==> config.mk <==
export PLATFORM = sky130hd
export DESIGN_NAME = dvfs_domain_sequencer
export DESIGN_NICKNAME = d
export VERILOG_FILES = /design/src/rtl/dvfs_domain_sequencer_pkg.sv /design/src/rtl/dvfs_domain_sequencer_seq_wait_timer.sv /design/src/rtl/dvfs_domain_sequencer.sv
export SDC_FILE = /design/constraint.sdc
export NUM_CORES = 1
export LEC_CHECK = 0
export CAP_MARGIN = 20
export CORE_MARGIN = 2
export CORE_UTILIZATION = 30
export CTS_CLUSTER_DIAMETER = 80
export DETAILED_ROUTE_END_ITERATION = 6
export PLACE_DENSITY_LB_ADDON = 0.3
export SYNTH_ARGS = -nofsm -noshare
export SYNTH_HDL_FRONTEND = slang
export SYNTH_SLANG_ARGS = --single-unit
==> constraint.sdc <==
create_clock -name clk -period 3.74 [get_ports clk]
set_input_delay 0.748 -clock clk [delete_from_list [all_inputs] [get_ports clk]]
set_output_delay 0.748 -clock clk [all_outputs]
set_load 0.005 [all_outputs]
==> src/rtl/dvfs_domain_sequencer_pkg.sv <==
// Shared definitions for the per-domain DVFS / power sequencer:
// state encoding, level type and default timing constants.
package dvfs_domain_sequencer_pkg;

   localparam int DEF_LEVEL_W    = 8;
   localparam int DEF_ISO_CYCLES = 2;
   localparam int DEF_PLL_BLANK  = 4;
   localparam int DEF_TIMEOUT    = 1024;

   typedef logic [DEF_LEVEL_W-1:0] level_t;

   typedef enum logic [3:0] {
      ST_IDLE_OFF   = 4'd0,
      ST_IDLE_ON    = 4'd1,
      ST_V_UP       = 4'd2,
      ST_F_SET      = 4'd3,
      ST_V_DOWN     = 4'd4,
      ST_CLK_GATE   = 4'd5,
      ST_ISO_ON     = 4'd6,
      ST_PWR_OFF    = 4'd7,
      ST_PWR_ON     = 4'd8,
      ST_PU_FSET    = 4'd9,
      ST_ISO_OFF    = 4'd10,
      ST_CLK_UNGATE = 4'd11,
      ST_ERROR      = 4'd12
   } dvfs_seq_state_t;

   function automatic logic is_idle(input dvfs_seq_state_t s);
      return (s == ST_IDLE_OFF) || (s == ST_IDLE_ON);
   endfunction

endpackage

==> src/rtl/dvfs_domain_sequencer_seq_wait_timer.sv <==
// Loadable down-counter shared by the ISO steps, PLL blanking and the
// ack/lock timeout; expired is high while the count sits at zero.
module seq_wait_timer #(
   parameter int CNT_W = 11
) (
   input  logic             clk,
   input  logic             rst_n,
   input  logic             load,
   input  logic [CNT_W-1:0] load_val,
   output logic             expired
);

   logic [CNT_W-1:0] cnt_q;
   logic [CNT_W-1:0] cnt_d;

   always_comb begin
      cnt_d = cnt_q;
      if (load) begin
         cnt_d = load_val;
      end else if (cnt_q != '0) begin
         cnt_d = cnt_q - 1'b1;
      end
   end

   always_ff @(posedge clk) begin
      if (!rst_n) begin
         cnt_q <= '0;
      end else begin
         cnt_q <= cnt_d;
      end
   end

   assign expired = (cnt_q == '0);

endmodule

==> src/rtl/dvfs_domain_sequencer.sv <==
// Per-domain sequencer: applies {power, voltage, frequency} requests to the
// regulator, PLL, isolation and power switch in a safe order.
module dvfs_domain_sequencer
   import dvfs_domain_sequencer_pkg::*;
#(
   parameter int LEVEL_W    = DEF_LEVEL_W,
   parameter int ISO_CYCLES = DEF_ISO_CYCLES,
   parameter int PLL_BLANK  = DEF_PLL_BLANK,
   parameter int TIMEOUT    = DEF_TIMEOUT
) (
   input  logic               clk,
   input  logic               rst_n,
   input  logic               req_valid,
   output logic               req_ready,
   input  logic               req_power_en,
   input  logic [LEVEL_W-1:0] req_voltage,
   input  logic [LEVEL_W-1:0] req_frequency,
   output logic               vreg_set_valid,
   output logic [LEVEL_W-1:0] vreg_level,
   input  logic               vreg_ack,
   output logic               pll_set_valid,
   output logic [LEVEL_W-1:0] pll_level,
   input  logic               pll_lock,
   output logic               power_switch,
   output logic               isolation,
   output logic               clock_enable,
   output logic               cur_power_en,
   output logic [LEVEL_W-1:0] cur_voltage,
   output logic [LEVEL_W-1:0] cur_frequency,
   output logic               busy,
   output logic               done,
   output logic               error,
   output dvfs_seq_state_t    dbg_state
);

   localparam int CNT_W = $clog2(TIMEOUT + 1);
   localparam logic [CNT_W-1:0] LD_TIMEOUT    = CNT_W'(TIMEOUT);
   localparam logic [CNT_W-1:0] LD_POST_BLANK = CNT_W'(TIMEOUT - 1);
   localparam logic [CNT_W-1:0] LD_BLANK      = CNT_W'(PLL_BLANK);
   localparam logic [CNT_W-1:0] LD_ISO        = CNT_W'(ISO_CYCLES - 1);

   dvfs_seq_state_t    state_q, state_d;
   logic               blank_q, blank_d;
   logic               tgt_pwr_q, tgt_pwr_d;
   logic [LEVEL_W-1:0] tgt_v_q, tgt_v_d;
   logic [LEVEL_W-1:0] tgt_f_q, tgt_f_d;
   logic               cur_pwr_q, cur_pwr_d;
   logic [LEVEL_W-1:0] cur_v_q, cur_v_d;
   logic [LEVEL_W-1:0] cur_f_q, cur_f_d;
   logic               ps_q, ps_d;
   logic               iso_q, iso_d;
   logic               ce_q, ce_d;
   logic               vset_q, vset_d;
   logic [LEVEL_W-1:0] vlvl_q, vlvl_d;
   logic               pset_q, pset_d;
   logic [LEVEL_W-1:0] plvl_q, plvl_d;
   logic               done_q, done_d;
   logic               err_q, err_d;

   logic               tmr_load;
   logic [CNT_W-1:0]   tmr_val;
   logic               tmr_expired;

   seq_wait_timer #(.CNT_W(CNT_W)) u_timer (
      .clk      (clk),
      .rst_n    (rst_n),
      .load     (tmr_load),
      .load_val (tmr_val),
      .expired  (tmr_expired)
   );

   // Request handshake: a request is taken on any cycle where req_valid and
   // req_ready are both high; req_ready is high only in the two idle states.
   assign req_ready = is_idle(state_q);

   always_comb begin
      state_d   = state_q;
      blank_d   = blank_q;
      tgt_pwr_d = tgt_pwr_q;
      tgt_v_d   = tgt_v_q;
      tgt_f_d   = tgt_f_q;
      cur_pwr_d = cur_pwr_q;
      cur_v_d   = cur_v_q;
      cur_f_d   = cur_f_q;
      ps_d      = ps_q;
      iso_d     = iso_q;
      ce_d      = ce_q;
      vlvl_d    = vlvl_q;
      plvl_d    = plvl_q;
      vset_d    = 1'b0;
      pset_d    = 1'b0;
      done_d    = 1'b0;
      err_d     = err_q;
      tmr_load  = 1'b0;
      tmr_val   = LD_TIMEOUT;

      case (state_q)
         ST_IDLE_OFF, ST_IDLE_ON: begin
            if (req_valid) begin
               tgt_pwr_d = req_power_en;
               tgt_v_d   = req_voltage;
               tgt_f_d   = req_frequency;
               if (state_q == ST_IDLE_OFF) begin
                  if (req_power_en) state_d = ST_PWR_ON;
                  else              done_d  = 1'b1;
               end else if (!req_power_en) begin
                  state_d = ST_CLK_GATE;
               end else if (req_voltage > cur_v_q) begin
                  state_d = ST_V_UP;
               end else if (req_frequency != cur_f_q) begin
                  state_d = ST_F_SET;
               end else if (req_voltage < cur_v_q) begin
                  state_d = ST_V_DOWN;
               end else begin
                  done_d = 1'b1;
               end
            end
         end
         // An ack in the pulse cycle itself does not count as settled.
         ST_V_UP, ST_V_DOWN, ST_PWR_ON: begin
            if (!vset_q && vreg_ack) begin
               cur_v_d = tgt_v_q;
               if (state_q == ST_PWR_ON)     state_d = ST_PU_FSET;
               else if (state_q == ST_V_UP && tgt_f_q != cur_f_q) state_d = ST_F_SET;
               else                          state_d = ST_IDLE_ON;
            end else if (tmr_expired) begin
               state_d = ST_ERROR;
            end
         end
         ST_F_SET, ST_PU_FSET: begin
            if (blank_q) begin
               if (tmr_expired) begin
                  blank_d  = 1'b0;
                  tmr_load = 1'b1;
                  tmr_val  = LD_POST_BLANK;
               end
            end else if (pll_lock) begin
               cur_f_d = tgt_f_q;
               if (state_q == ST_PU_FSET)   state_d = ST_ISO_OFF;
               else if (tgt_v_q < cur_v_q)  state_d = ST_V_DOWN;
               else                         state_d = ST_IDLE_ON;
            end else if (tmr_expired) begin
               state_d = ST_ERROR;
            end
         end
         ST_CLK_GATE:   if (tmr_expired) state_d = ST_ISO_ON;
         ST_ISO_ON:     if (tmr_expired) state_d = ST_PWR_OFF;
         ST_PWR_OFF:    state_d = ST_IDLE_OFF;
         ST_ISO_OFF:    if (tmr_expired) state_d = ST_CLK_UNGATE;
         ST_CLK_UNGATE: state_d = ST_IDLE_ON;
         ST_ERROR:      state_d = ST_ERROR;
         default:       state_d = ST_ERROR;
      endcase

      // Entry actions: each state's pulse or control change lands on its first cycle.
      if (state_d != state_q) begin
         case (state_d)
            ST_V_UP, ST_V_DOWN, ST_PWR_ON: begin
               vset_d   = 1'b1;
               vlvl_d   = tgt_v_d;
               tmr_load = 1'b1;
               tmr_val  = LD_TIMEOUT;
               if (state_d == ST_PWR_ON) ps_d = 1'b1;
            end
            ST_F_SET, ST_PU_FSET: begin
               pset_d   = 1'b1;
               plvl_d   = tgt_f_d;
               blank_d  = 1'b1;
               tmr_load = 1'b1;
               tmr_val  = LD_BLANK;
            end
            ST_CLK_GATE: begin
               ce_d     = 1'b0;
               tmr_load = 1'b1;
               tmr_val  = LD_ISO;
            end
            ST_ISO_ON: begin
               iso_d    = 1'b1;
               tmr_load = 1'b1;
               tmr_val  = LD_ISO;
            end
            ST_ISO_OFF: begin
               iso_d    = 1'b0;
               tmr_load = 1'b1;
               tmr_val  = LD_ISO;
            end
            ST_PWR_OFF: ps_d = 1'b0;
            ST_CLK_UNGATE: begin
               ce_d      = 1'b1;
               cur_pwr_d = tgt_pwr_d;
            end
            ST_IDLE_OFF: begin
               cur_pwr_d = 1'b0;
               cur_v_d   = '0;
               cur_f_d   = '0;
               done_d    = 1'b1;
            end
            ST_IDLE_ON: done_d = 1'b1;
            ST_ERROR: begin
               ce_d  = 1'b0;
               iso_d = 1'b1;
               err_d = 1'b1;
            end
            default: ;
         endcase
      end
   end

   always_ff @(posedge clk) begin
      if (!rst_n) begin
         state_q   <= ST_IDLE_OFF;
         blank_q   <= 1'b0;
         tgt_pwr_q <= 1'b0;
         tgt_v_q   <= '0;
         tgt_f_q   <= '0;
         cur_pwr_q <= 1'b0;
         cur_v_q   <= '0;
         cur_f_q   <= '0;
         ps_q      <= 1'b0;
         iso_q     <= 1'b1;
         ce_q      <= 1'b0;
         vset_q    <= 1'b0;
         vlvl_q    <= '0;
         pset_q    <= 1'b0;
         plvl_q    <= '0;
         done_q    <= 1'b0;
         err_q     <= 1'b0;
      end else begin
         state_q   <= state_d;
         blank_q   <= blank_d;
         tgt_pwr_q <= tgt_pwr_d;
         tgt_v_q   <= tgt_v_d;
         tgt_f_q   <= tgt_f_d;
         cur_pwr_q <= cur_pwr_d;
         cur_v_q   <= cur_v_d;
         cur_f_q   <= cur_f_d;
         ps_q      <= ps_d;
         iso_q     <= iso_d;
         ce_q      <= ce_d;
         vset_q    <= vset_d;
         vlvl_q    <= vlvl_d;
         pset_q    <= pset_d;
         plvl_q    <= plvl_d;
         done_q    <= done_d;
         err_q     <= err_d;
      end
   end

   assign vreg_set_valid = vset_q;
   assign vreg_level     = vlvl_q;
   assign pll_set_valid  = pset_q;
   assign pll_level      = plvl_q;
   assign power_switch   = ps_q;
   assign isolation      = iso_q;
   assign clock_enable   = ce_q;
   assign cur_power_en   = cur_pwr_q;
   assign cur_voltage    = cur_v_q;
   assign cur_frequency  = cur_f_q;
   assign busy           = !is_idle(state_q);
   assign done           = done_q;
   assign error          = err_q;
   assign dbg_state      = state_q;

endmodule

==> impl_metrics.csv, run 1 <==
group,metric,value,unit
clock_network,clockBufferDepth,2,
clock_network,cts_tree,"done",
synthesis,ys_seq_elements,73,
die,placementRows,41,
timing,grt_setup_unrepaired,"false",
synthesis,synth_top_area_share,37.00,%
worst_setup_path,cp_max_fo,9,
worst_setup_path,r2r_cells,11,
die,die_h,118.7,um
synthesis,synth_seq_area_share,37.00,%
outcome,outcome,"finished, final reports clean",
worst_setup_path,start_kind,"input pin",
global_route,grt_max_degree,27,
min_path,hp-class,"reg -> reg",
timing,hold_viol,0,
worst_setup_path,crit_arrival,3.72,ns
detailed_routing,drt_iter0_drc,187,
finish,layout-drive-gt1-share,9.591,%
global_route,track_usage,16.57,%
detailed_routing,ant_nets,0,
synthesis,ys_top_cells_by_count,"dfxtp_1, nand2_1, nor2_1, a21oi_1, inv_1",
clock_network,cts_sinks,73,
placement,routabilityCongestion,0.9009,
worst_setup_path,rrSetupSlack,0.53,ns
min_path,whs_endpoint,"tgt_pwr_q$_SDFF_PN0_",
timing,fin_skew,0.005136,ns
synthesis,synth-main-ff-cell,"dfxtp_1",
global_route,overflow,0,
pwr,power_density,531.7,nW/um2
placement,dpl.hpwl,8359,um
clock_network,htreeDepth,3,
pwr,vdd_drop_max,0.0001919,V
detailed_routing,drtPass1Iterations,5,
placement,place_area,4969,um2
timing,min_period,3.503,ns
timing,clock.fmax,0.2854,GHz
die,core_area,12720,um2
synthesis,ys_top_cells_by_area,"dfxtp_1, nand2_1, ha_1",
synthesis,ys_types,56,
timing,hold_slack,0.4646,ns
finish,area_growth,32.72,%
die,die_area,14100,um2
detailed_routing,via_count,3678,
global_route,grt_pass1_wl,18570,um
finish,finalInstanceArea,5243,um2
die,fp.dieW,118.7,um
detailed_routing,wire_per_inst,15.21,um
placement,dpl.cell_count,719,
clock_network,clock_latency,0.34,ns
timing,setup_viol,0,
finish,final_nets,596,
placement,io_buffers,67,
worst_setup_path,crit_required,3.96,ns
clock_network,postCtsHoldBufs,0,
global_route,first_global_vias,3716,
synthesis,synth_edf_count,0,
synthesis,avgSynthCellArea,8.351,um2
die,io_pins,68,
synthesis,ys.warnings.count,0,
timing,worst_pin_slew,0.9451,ns
min_path,min_path_cells,2,
worst_setup_path,worst_setup_path_end_kind,"flop",
worst_setup_path,r2r_start,"u_timer.cnt_q[0]$_SDFFE_PN0P_",
clock_network,cts_made_buffers,9,
global_route,antenna_found_initial,0,
timing,finalCritPeriodShare,93.67,%
clock_network,root_buffer,"clkbuf_16",
min_path,hp-start,"tgt_pwr_q$_SDFF_PN0_",
detailed_routing,drt_wl_total,11180,um
pwr,leakage,2.099,nW
detailed_routing,drcViolationCount,0,
clock_network,clk_pin_slew_worst_paths,0.05,ns
finish,antenna_cells,0,
synthesis,synth_nets,511,
finish,stdcell_count,735,
synthesis,netlist_instances,473,
worst_setup_path,worstSetupPathType,"in -> reg",
job,maxCapViolations,0,
finish,fill_cells,1322,
synthesis,post-synth-top-count-cell,"dfxtp_1",
die,start_util,31.05,%
detailed_routing,via_per_inst,5.004,
synthesis,synth_area_leader_cell,"dfxtp_1",
synthesis,async_flop_share,0,%
timing,relSlewSlack,36.92,%
synthesis,synth_area,3950,um2
timing,maxSlewViolCount,0,
worst_setup_path,r2r_end,"pll_level[3]$_SDFFE_PN0P_",
==> critical path: stages <==
cell             delay [ns]
clkdlybuf4s50_1        0.45
ha_1                   0.33
nand4_1                0.17
nor2_1                 0.09
a211o_1                0.28
a311oi_2               0.34
or3_4                  0.19
a21oi_1                0.05
o21ai_0                0.30
a211o_1                0.27
buf_12                 0.16
mux2_1                 0.33
==> power by group <==
group          switching [W]  internal, W  total, W
Combinational       0.000561     0.000490   0.00105
Clock               0.000316     0.000444  0.000761
Sequential         0.0000989     0.000877  0.000976
==> sequential cells by signal, summed over array words and instances, names as in the netlist, 4 cells and up <==
register       count
vreg_level         8
cur_frequency      8
u_timer.cnt_q     11
dbg_state          4
tgt_v_q            8
pll_level          8
tgt_f_q            8
cur_voltage        8
==> worst max-delay path by stage <==
stage,startpoint,end,slack (ns),depth (start not counted)
after floorplan,req_voltage[7],vreg_level[0]$_SDFFE_PN0P_,0.50,12
after global placement,req_voltage[7],pll_level[0]$_SDFFE_PN0P_,-0.14,12
after detailed placement,req_voltage[7],vreg_level[3]$_SDFFE_PN0P_,-0.20,12
after CTS,req_voltage[7],vreg_level[3]$_SDFFE_PN0P_,0.14,12
after global routing,req_voltage[7],pll_level[3]$_SDFFE_PN0P_,0.01,12
final,req_voltage[5],vreg_level[3]$_SDFFE_PN0P_,0.24,12
==> repair_timing <==
item,CTS,global route
setup endpoints to repair,0,28
gates resized for setup,0,3
setup buffers,0,0
hold endpoints to repair,0,0
==> metal layers <==
layer | track usage, % | routed length, um | up-vias
li1 | - | - | 1825
met1 | 20.95 | 5149 | 1743
met2 | 27.16 | 5212 | 96
met3 | 4.585 | 634 | 14
met4 | 5.432 | 182 | 0
met5 | 0 | 0 | -
==> layout by cell type, fill, tap and decap left out, types with 17 or more instances in the layout <==
cell / count
nand2_1: 64
nor2_1: 43
buf_4: 27
o21ai_0: 17
a21oi_1: 34
mux2i_1: 17
and2_1: 19
inv_1: 20
xnor2_1: 19
dfxtp_1: 73
clkdlybuf4s50_1: 67
==> logic make-up after synthesis <==
kind of cell	count (synthesis)	share of synthesized area, %
AO/OA/AOI/OAI	93	15.14
multiplexers	33	8.869
XOR/XNOR	24	5.321
AND/OR/NAND/NOR	192	23.91
flip-flops	73	37.00
adder cells (fa/ha/maj)	16	5.068
buffers and inverters	42	4.688
==> metrics by stage <==
stage	util [%]	setup TNS, ns	total power, W	setup slack (ns)
3_3_place_gp	39.05	-2.275	0.002019	-0.1361
6_report	41.21	0	0.002788	0.2366
5_1_grt	41.21	0	0.002976	0.01378
4_1_cts	41.07	0	0.002808	0.1365
3_5_place_dp	39.05	-5.956	0.002036	-0.2033
2_1_floorplan	-	0	0.001645	0.4963
==> area by class of cell <==
type	instances	area [um2]	share of cell area (%)
repair buffers	96	913.4	17.42
inverters	20	75.07	1.432
well taps	172	215.2	4.105
flip-flops and latches	73	1461	27.88
clock inverters	4	20.02	0.3819
multi-input cells	358	2321	44.27
clock buffers	12	236.5	4.511
Power figures use the tool's default switching activity.
==> run 2, diff against run 1 <==
--- a/config.mk
+++ b/config.mk
@@ -11,6 +11,7 @@
 export CTS_CLUSTER_DIAMETER = 80
 export DETAILED_ROUTE_END_ITERATION = 6
 export PLACE_DENSITY_LB_ADDON = 0.3
+export REMOVE_ABC_BUFFERS = 1
 export SYNTH_ARGS = -nofsm -noshare
 export SYNTH_HDL_FRONTEND = slang
 export SYNTH_SLANG_ARGS = --single-unit
==> run 2 against run 1 <==
Hold slack worse by 0.0026 ns. Wire length rose by 1.1%. Core utilization is 0.79 points higher. Flip-flop and latch count stayed put. Final cell count grew 0.95%. Die area unchanged. Critical path type unchanged. Largest cell class unchanged.
==> impl_metrics.csv, run 2 (same netlist as run 1, synthesis figures left out) <==
group,metric,value,unit
outcome,outcome,"finished, final reports clean",
placement,routabilityCongestion,0.8801,
clock_network,cts_tree,"done",
finish,area_growth,35.25,%
pwr,switching_share,33.65,%
finish,regMostFlops,"u_timer.cnt_q",
placement,pre_cts_slack,-0.2652,ns
placement,dpl.hpwl,8388,um
die,die_area,14100,um2
placement,io_buffers,67,
global_route,antenna_found_initial,0,
finish,layout_common_cells,"dfxtp_1, clkdlybuf4s50_1, nand2_1, nor2_1, buf_4",
timing,fin_skew,0.003935,ns
pwr,clockPowerShare,31.3,%
pwr,combPwrFrac,35.9,%
detailed_routing,wire_per_inst,15.24,um
finish,fill_cells,1337,
global_route,track_usage,16.52,%
clock_network,cts_made_buffers,9,
detailed_routing,drt_iter0_drc,179,
timing,hold_viol,0,
worst_setup_path,rrSetupSlack,0.46,ns
global_route,grt_max_degree,22,
timing,relSlewSlack,41.87,%
min_path,min_path_cells,1,
clock_network,clockBufferDepth,2,
detailed_routing,ant_nets,0,
clock_network,htreeDepth,3,
clock_network,cts_sinks,73,
pwr,power_density,556.5,nW/um2
timing,fin_tns_setup,0,ns
timing,min_period,3.582,ns
worst_setup_path,r2r_cells,12,
clock_network,clk_pin_slew_worst_paths,0.06,ns
detailed_routing,drcViolationCount,0,
min_path,hp-class,"reg -> reg",
finish,final_nets,604,
pwr,seq_power_share,32.7,%
min_path,hp-start,"error$_SDFFE_PN0P_",
timing,clock.fmax,0.2792,GHz
global_route,overflow,0,
detailed_routing,drt_wl_total,11310,um
timing,finalCritPeriodShare,95.78,%
min_path,whs_endpoint,"error$_SDFFE_PN0P_",
die,start_util,31.05,%
global_route,grt_pass1_wl,18650,um
die,fp.dieW,118.7,um
detailed_routing,via_per_inst,4.981,
timing,setup_slack,0.1579,ns
timing,setup_viol,0,
worst_setup_path,worst_setup_path_end_kind,"flop",
worst_setup_path,crit_arrival,3.80,ns
worst_setup_path,start_kind,"input pin",
die,io_pins,68,
pwr,internal_power,0.001973,W
finish,layout-drive-gt1-share,11.05,%
finish,final_common_cell,"dfxtp_1",
clock_network,clock_latency,0.34,ns
job,maxCapViolations,0,
timing,maxSlewViolCount,0,
pwr,power.switching,0.001001,W
timing,grt_setup_unrepaired,"false",
pwr,leakage,2.158,nW
die,core_area,12720,um2
global_route,first_global_vias,3670,
detailed_routing,drtPass1Iterations,4,
finish,antenna_cells,0,
finish,largest_reg_flops,11,
pwr,vdd_drop_max,0.0002133,V
die,placementRows,41,
detailed_routing,via_count,3696,
clock_network,root_buffer,"clkbuf_16",
worst_setup_path,cp_max_fo,6,
worst_setup_path,worstSetupPathType,"in -> reg",
worst_setup_path,r2r_start,"u_timer.cnt_q[0]$_SDFFE_PN0P_",
die,die_h,118.7,um
worst_setup_path,r2r_end,"vreg_level[3]$_SDFFE_PN0P_",
worst_setup_path,crit_required,3.96,ns
timing,worst_pin_slew,0.8720,ns
-- run 2: layout make-up --
class	instances	area, um2	area share [%]
Multi-Input combinational cell	358	2312	43.28
Tap cell	172	215.2	4.028
Inverter	20	75.07	1.405
Sequential cell	73	1461	27.35
Clock inverter	5	78.83	1.475
Timing Repair Buffer	104	960.9	17.99
Clock buffer	10	239.0	4.473
-- run 2: power by group through the flow --
stage / sequential (W) / clock (W) / combinational [W]
floorplan: 0.000972 / 0 / 0.000624
finish: 0.000973 / 0.000932 / 0.00107
CTS: 0.000972 / 0.000952 / 0.00107
global placement: 0.000984 / 0 / 0.00105
detailed placement: 0.000988 / 0 / 0.00107
global route: 0.000990 / 0.000984 / 0.00118
-- run 2: through the flow --
stage          hold slack, ns  power [W]  instances  util [%]  cell area, um2
6_report               0.4620   0.002973        742     41.99            5343
5_1_grt                0.4854   0.003151        742     41.99            5343
4_1_cts                0.4682   0.002998        742     41.93            5334
3_5_place_dp           0.4546   0.002056        727     39.43            5016
3_3_place_gp           0.4522   0.002037        727     39.43            5016
2_1_floorplan          0.4443   0.001595        451         -            3840
-- run 2: critical path, cell delays in order --
cell             delay [ns]
clkdlybuf4s50_1        0.44
ha_1                   0.35
a21oi_1                0.16
o21ai_0                0.10
buf_4                  0.16
o21ai_0                0.11
a311oi_2               0.17
or3_4                  0.36
a211o_1                0.36
nor2_2                 0.19
a211o_1                0.15
buf_4                  0.18
mux2_1                 0.33
-- run 2: what timing repair did --
action	4_1_cts	5_1_grt
endpoints found under the hold margin	0	0
hold buffers	0	0
resized for setup	0	3
endpoints found under the setup margin	0	28
buffers inserted	0	0
-- run 2: how the worst max path moves through the flow --
stage / from / endpoint / cells after the start
6_report: req_voltage[7] / vreg_level[3]$_SDFFE_PN0P_ / 13
5_1_grt: req_voltage[7] / vreg_level[0]$_SDFFE_PN0P_ / 13
4_1_cts: req_voltage[7] / pll_level[3]$_SDFFE_PN0P_ / 12
3_5_place_dp: req_voltage[7] / pll_level[3]$_SDFFE_PN0P_ / 12
3_3_place_gp: req_voltage[7] / pll_level[0]$_SDFFE_PN0P_ / 12
2_1_floorplan: req_voltage[7] / pll_level[0]$_SDFFE_PN0P_ / 10
-- run 2: layer usage --
metal | track usage, % | wire length [um] | share of wire (%) | vias up
met1 | 22.77 | 5528 | 49 | 1740
met3 | 3.137 | 461 | 4.1 | 15
met2 | 25.79 | 5137 | 45 | 99
met4 | 5.580 | 178 | 1.6 | 0
li1 | - | - | - | 1842
met5 | 0 | 0 | 0 | -
==> run 3, diff against run 2 <==
--- a/config.mk
+++ b/config.mk
@@ -6,10 +6,13 @@
 export NUM_CORES = 1
 export LEC_CHECK = 0
 export CAP_MARGIN = 20
+export CELL_PAD_IN_SITES_DETAIL_PLACEMENT = 2
+export CELL_PAD_IN_SITES_GLOBAL_PLACEMENT = 2
 export CORE_MARGIN = 2
 export CORE_UTILIZATION = 30
 export CTS_CLUSTER_DIAMETER = 80
 export DETAILED_ROUTE_END_ITERATION = 6
+export HOLD_SLACK_MARGIN = 0.02
 export PLACE_DENSITY_LB_ADDON = 0.3
 export REMOVE_ABC_BUFFERS = 1
 export SYNTH_ARGS = -nofsm -noshare
==> run 3 against run 2 <==
Setup slack better by 0.021 ns. Via count increased by 4.1%. Maximum frequency increased by 0.58%. Clock skew grew 0.0056 ns. First-iteration DRC count shrank 40%. Largest power group unchanged. Core utilization rose by 0.11 points. Wire length grew 28%. Count of clock-buffer cells in the layout is 1 lower.
==> impl_metrics.csv, run 3 (same netlist as run 1, synthesis figures left out) <==
group,metric,value,unit
global_route,overflow,0,
outcome,outcome,"finished, final reports clean",
worst_setup_path,cp_max_fo,4,
detailed_routing,via_count,3849,
pwr,power.switching,0.001117,W
timing,hold_viol,0,
pwr,leakage,2.147,nW
placement,routabilityCongestion,0.8708,
timing,min_period,3.562,ns
detailed_routing,drcViolationCount,0,
finish,final_core_util,42.10,%
worst_setup_path,worstSetupPathType,"in -> reg",
pwr,switching_share,36.94,%
timing,maxSlewViolCount,0,
worst_setup_path,cpMostUsedCell,"a211o_1",
detailed_routing,drt_iter0_drc,108,
finish,layout_common_cells,"dfxtp_1, clkdlybuf4s50_1, nand2_1, nor2_1, buf_4",
clock_network,htreeDepth,3,
finish,antenna_cells,0,
clock_network,cts_sinks,73,
timing,grt_setup_unrepaired,"false",
worst_setup_path,cp_cell_sequence,"clkdlybuf4s50_1 > ha_1 > nand4_1 > nor2_2 > a211o_1 > a311oi_2 > or3_4 > a211o_1 > nor2_2 > a211o_1 > buf_4 > mux2_1",
die,io_pins,68,
placement,io_buffers,67,
detailed_routing,drt_wl_total,14480,um
timing,fin_tns_setup,0,ns
min_path,min_path_cells,1,
clock_network,postCtsHoldBufs,0,
worst_setup_path,slowest_delay,0.49,ns
finish,final_common_cell,"dfxtp_1",
timing,worst_pin_slew,0.8937,ns
die,fp.dieW,118.7,um
pwr,combPwrFrac,38.0,%
finish,area_growth,35.60,%
pwr,internal_power,0.001908,W
clock_network,clk_pin_slew_worst_paths,0.06,ns
die,placementRows,41,
detailed_routing,via_per_inst,5.194,
timing,fin_skew,0.009495,ns
die,core_area,12720,um2
clock_network,cts_tree,"done",
die,die_area,14100,um2
worst_setup_path,r2r_start,"dbg_state[1]$_SDFF_PN0_",
min_path,hp-class,"reg -> reg",
clock_network,clock_latency,0.35,ns
job,maxCapViolations,0,
die,die_h,118.7,um
worst_setup_path,cp_slowest_cell,"clkdlybuf4s50_1",
timing,setup_slack,0.1785,ns
placement,pre_cts_slack,-0.3539,ns
worst_setup_path,crit_arrival,3.79,ns
worst_setup_path,worst_setup_path_end_kind,"flop",
detailed_routing,drtPass1Iterations,4,
min_path,hp-start,"error$_SDFFE_PN0P_",
clock_network,cts_made_buffers,9,
finish,regMostFlops,"u_timer.cnt_q",
pwr,clockPowerShare,29.6,%
placement,dpl.hpwl,10710,um
timing,clock.fmax,0.2808,GHz
global_route,grt_max_degree,21,
clock_network,root_buffer,"clkbuf_16",
global_route,grt_pass1_wl,23430,um
worst_setup_path,crit_required,3.97,ns
pwr,power_density,564.7,nW/um2
detailed_routing,wire_per_inst,19.53,um
pwr,vdd_drop_max,0.0003346,V
pwr,seq_power_share,32.5,%
clock_network,post-cts-setup-buffer-count,0,
timing,finalCritPeriodShare,95.23,%
global_route,track_usage,21.33,%
worst_setup_path,rrSetupSlack,0.44,ns
worst_setup_path,start_kind,"input pin",
worst_setup_path,r2r_cells,10,
finish,layout-drive-gt1-share,11.78,%
worst_setup_path,r2r_end,"vreg_level[3]$_SDFFE_PN0P_",
min_path,whs_endpoint,"error$_SDFFE_PN0P_",
global_route,first_global_vias,4394,
detailed_routing,ant_nets,0,
finish,largest_reg_flops,11,
global_route,antenna_found_initial,0,
die,start_util,31.05,%
timing,setup_viol,0,
finish,final_nets,602,
timing,relSlewSlack,40.42,%
clock_network,clockBufferDepth,2,
[run 3: cell types whose count changed in the layout (fill, tap and decap cells not counted), sizes merged]
| cell | change |
|---|---|
| buf | -2 |
| bufinv | -1 |
| clkbuf | -1 |
| clkinv | +1 |
| clkinvlp | +1 |
| inv | +1 |
[run 3: cell type report]
cell class / count / area, um2
clock buffers: 9 / 225.2
clock inverters: 7 / 77.57
fillers: 1482 / 7366
inverters: 20 / 75.07
multi-input cells: 358 / 2344
flip-flops and latches: 73 / 1461
well taps: 172 / 215.2
repair buffers: 102 / 958.4
[run 3: worst max path at each step]
stage	from	end	slack, ns	cells after the start
after CTS	req_voltage[7]	pll_level[2]$_SDFFE_PN0P_	0.02	13
after global placement	req_voltage[1]	pll_level[1]$_SDFFE_PN0P_	-0.06	13
after global routing	req_voltage[7]	vreg_level[3]$_SDFFE_PN0P_	0.02	12
after floorplan	req_voltage[7]	pll_level[0]$_SDFFE_PN0P_	0.34	10
after detailed placement	req_voltage[7]	pll_level[0]$_SDFFE_PN0P_	-0.35	13
final	req_voltage[5]	vreg_level[3]$_SDFFE_PN0P_	0.18	12
[run 3: power groups by stage]
stage | registers [W] | logic, W | clock network, W
global route | 0.000999 | 0.00127 | 0.000943
CTS | 0.000983 | 0.00114 | 0.000915
floorplan | 0.000972 | 0.000624 | 0
global placement | 0.000990 | 0.00107 | 0
detailed placement | 0.00100 | 0.00113 | 0
finish | 0.000982 | 0.00115 | 0.000894
[run 3: timing repair]
item,4_1_cts,5_1_grt
resized for setup,1,9
endpoints found under the setup margin,1,45
pin swaps,0,2
[run 3: worst max-delay path: cells and delay by family]
| kind | cells | cell delay [ns] |
|---|---|---|
| buf+inv | 2 | 0.65 |
| simple gates | 4 | 0.92 |
| mux | 1 | 0.33 |
| compound gates | 4 | 0.78 |
| fa+ha+maj | 1 | 0.35 |
[run 3: layer usage]
| metal | vias to the layer above | track usage (%) | wire (um) |
|---|---|---|---|
| met5 | - | 0 | 0 |
| met4 | 0 | 8.631 | 363 |
| met3 | 25 | 4.440 | 469 |
| met2 | 77 | 36.78 | 7130 |
| met1 | 1907 | 25.74 | 6512 |
| li1 | 1840 | - | - |
[run 3: per-stage QoR]
step	total power (W)	instance area, um2	cells	hold slack, ns
4_1_cts	0.003041	5316	741	0.4783
3_3_place_gp	0.002057	5014	725	0.4536
3_5_place_dp	0.002126	5014	725	0.4643
6_report	0.003025	5356	741	0.4724
5_1_grt	0.003215	5356	741	0.5052
2_1_floorplan	0.001595	3840	451	0.4443
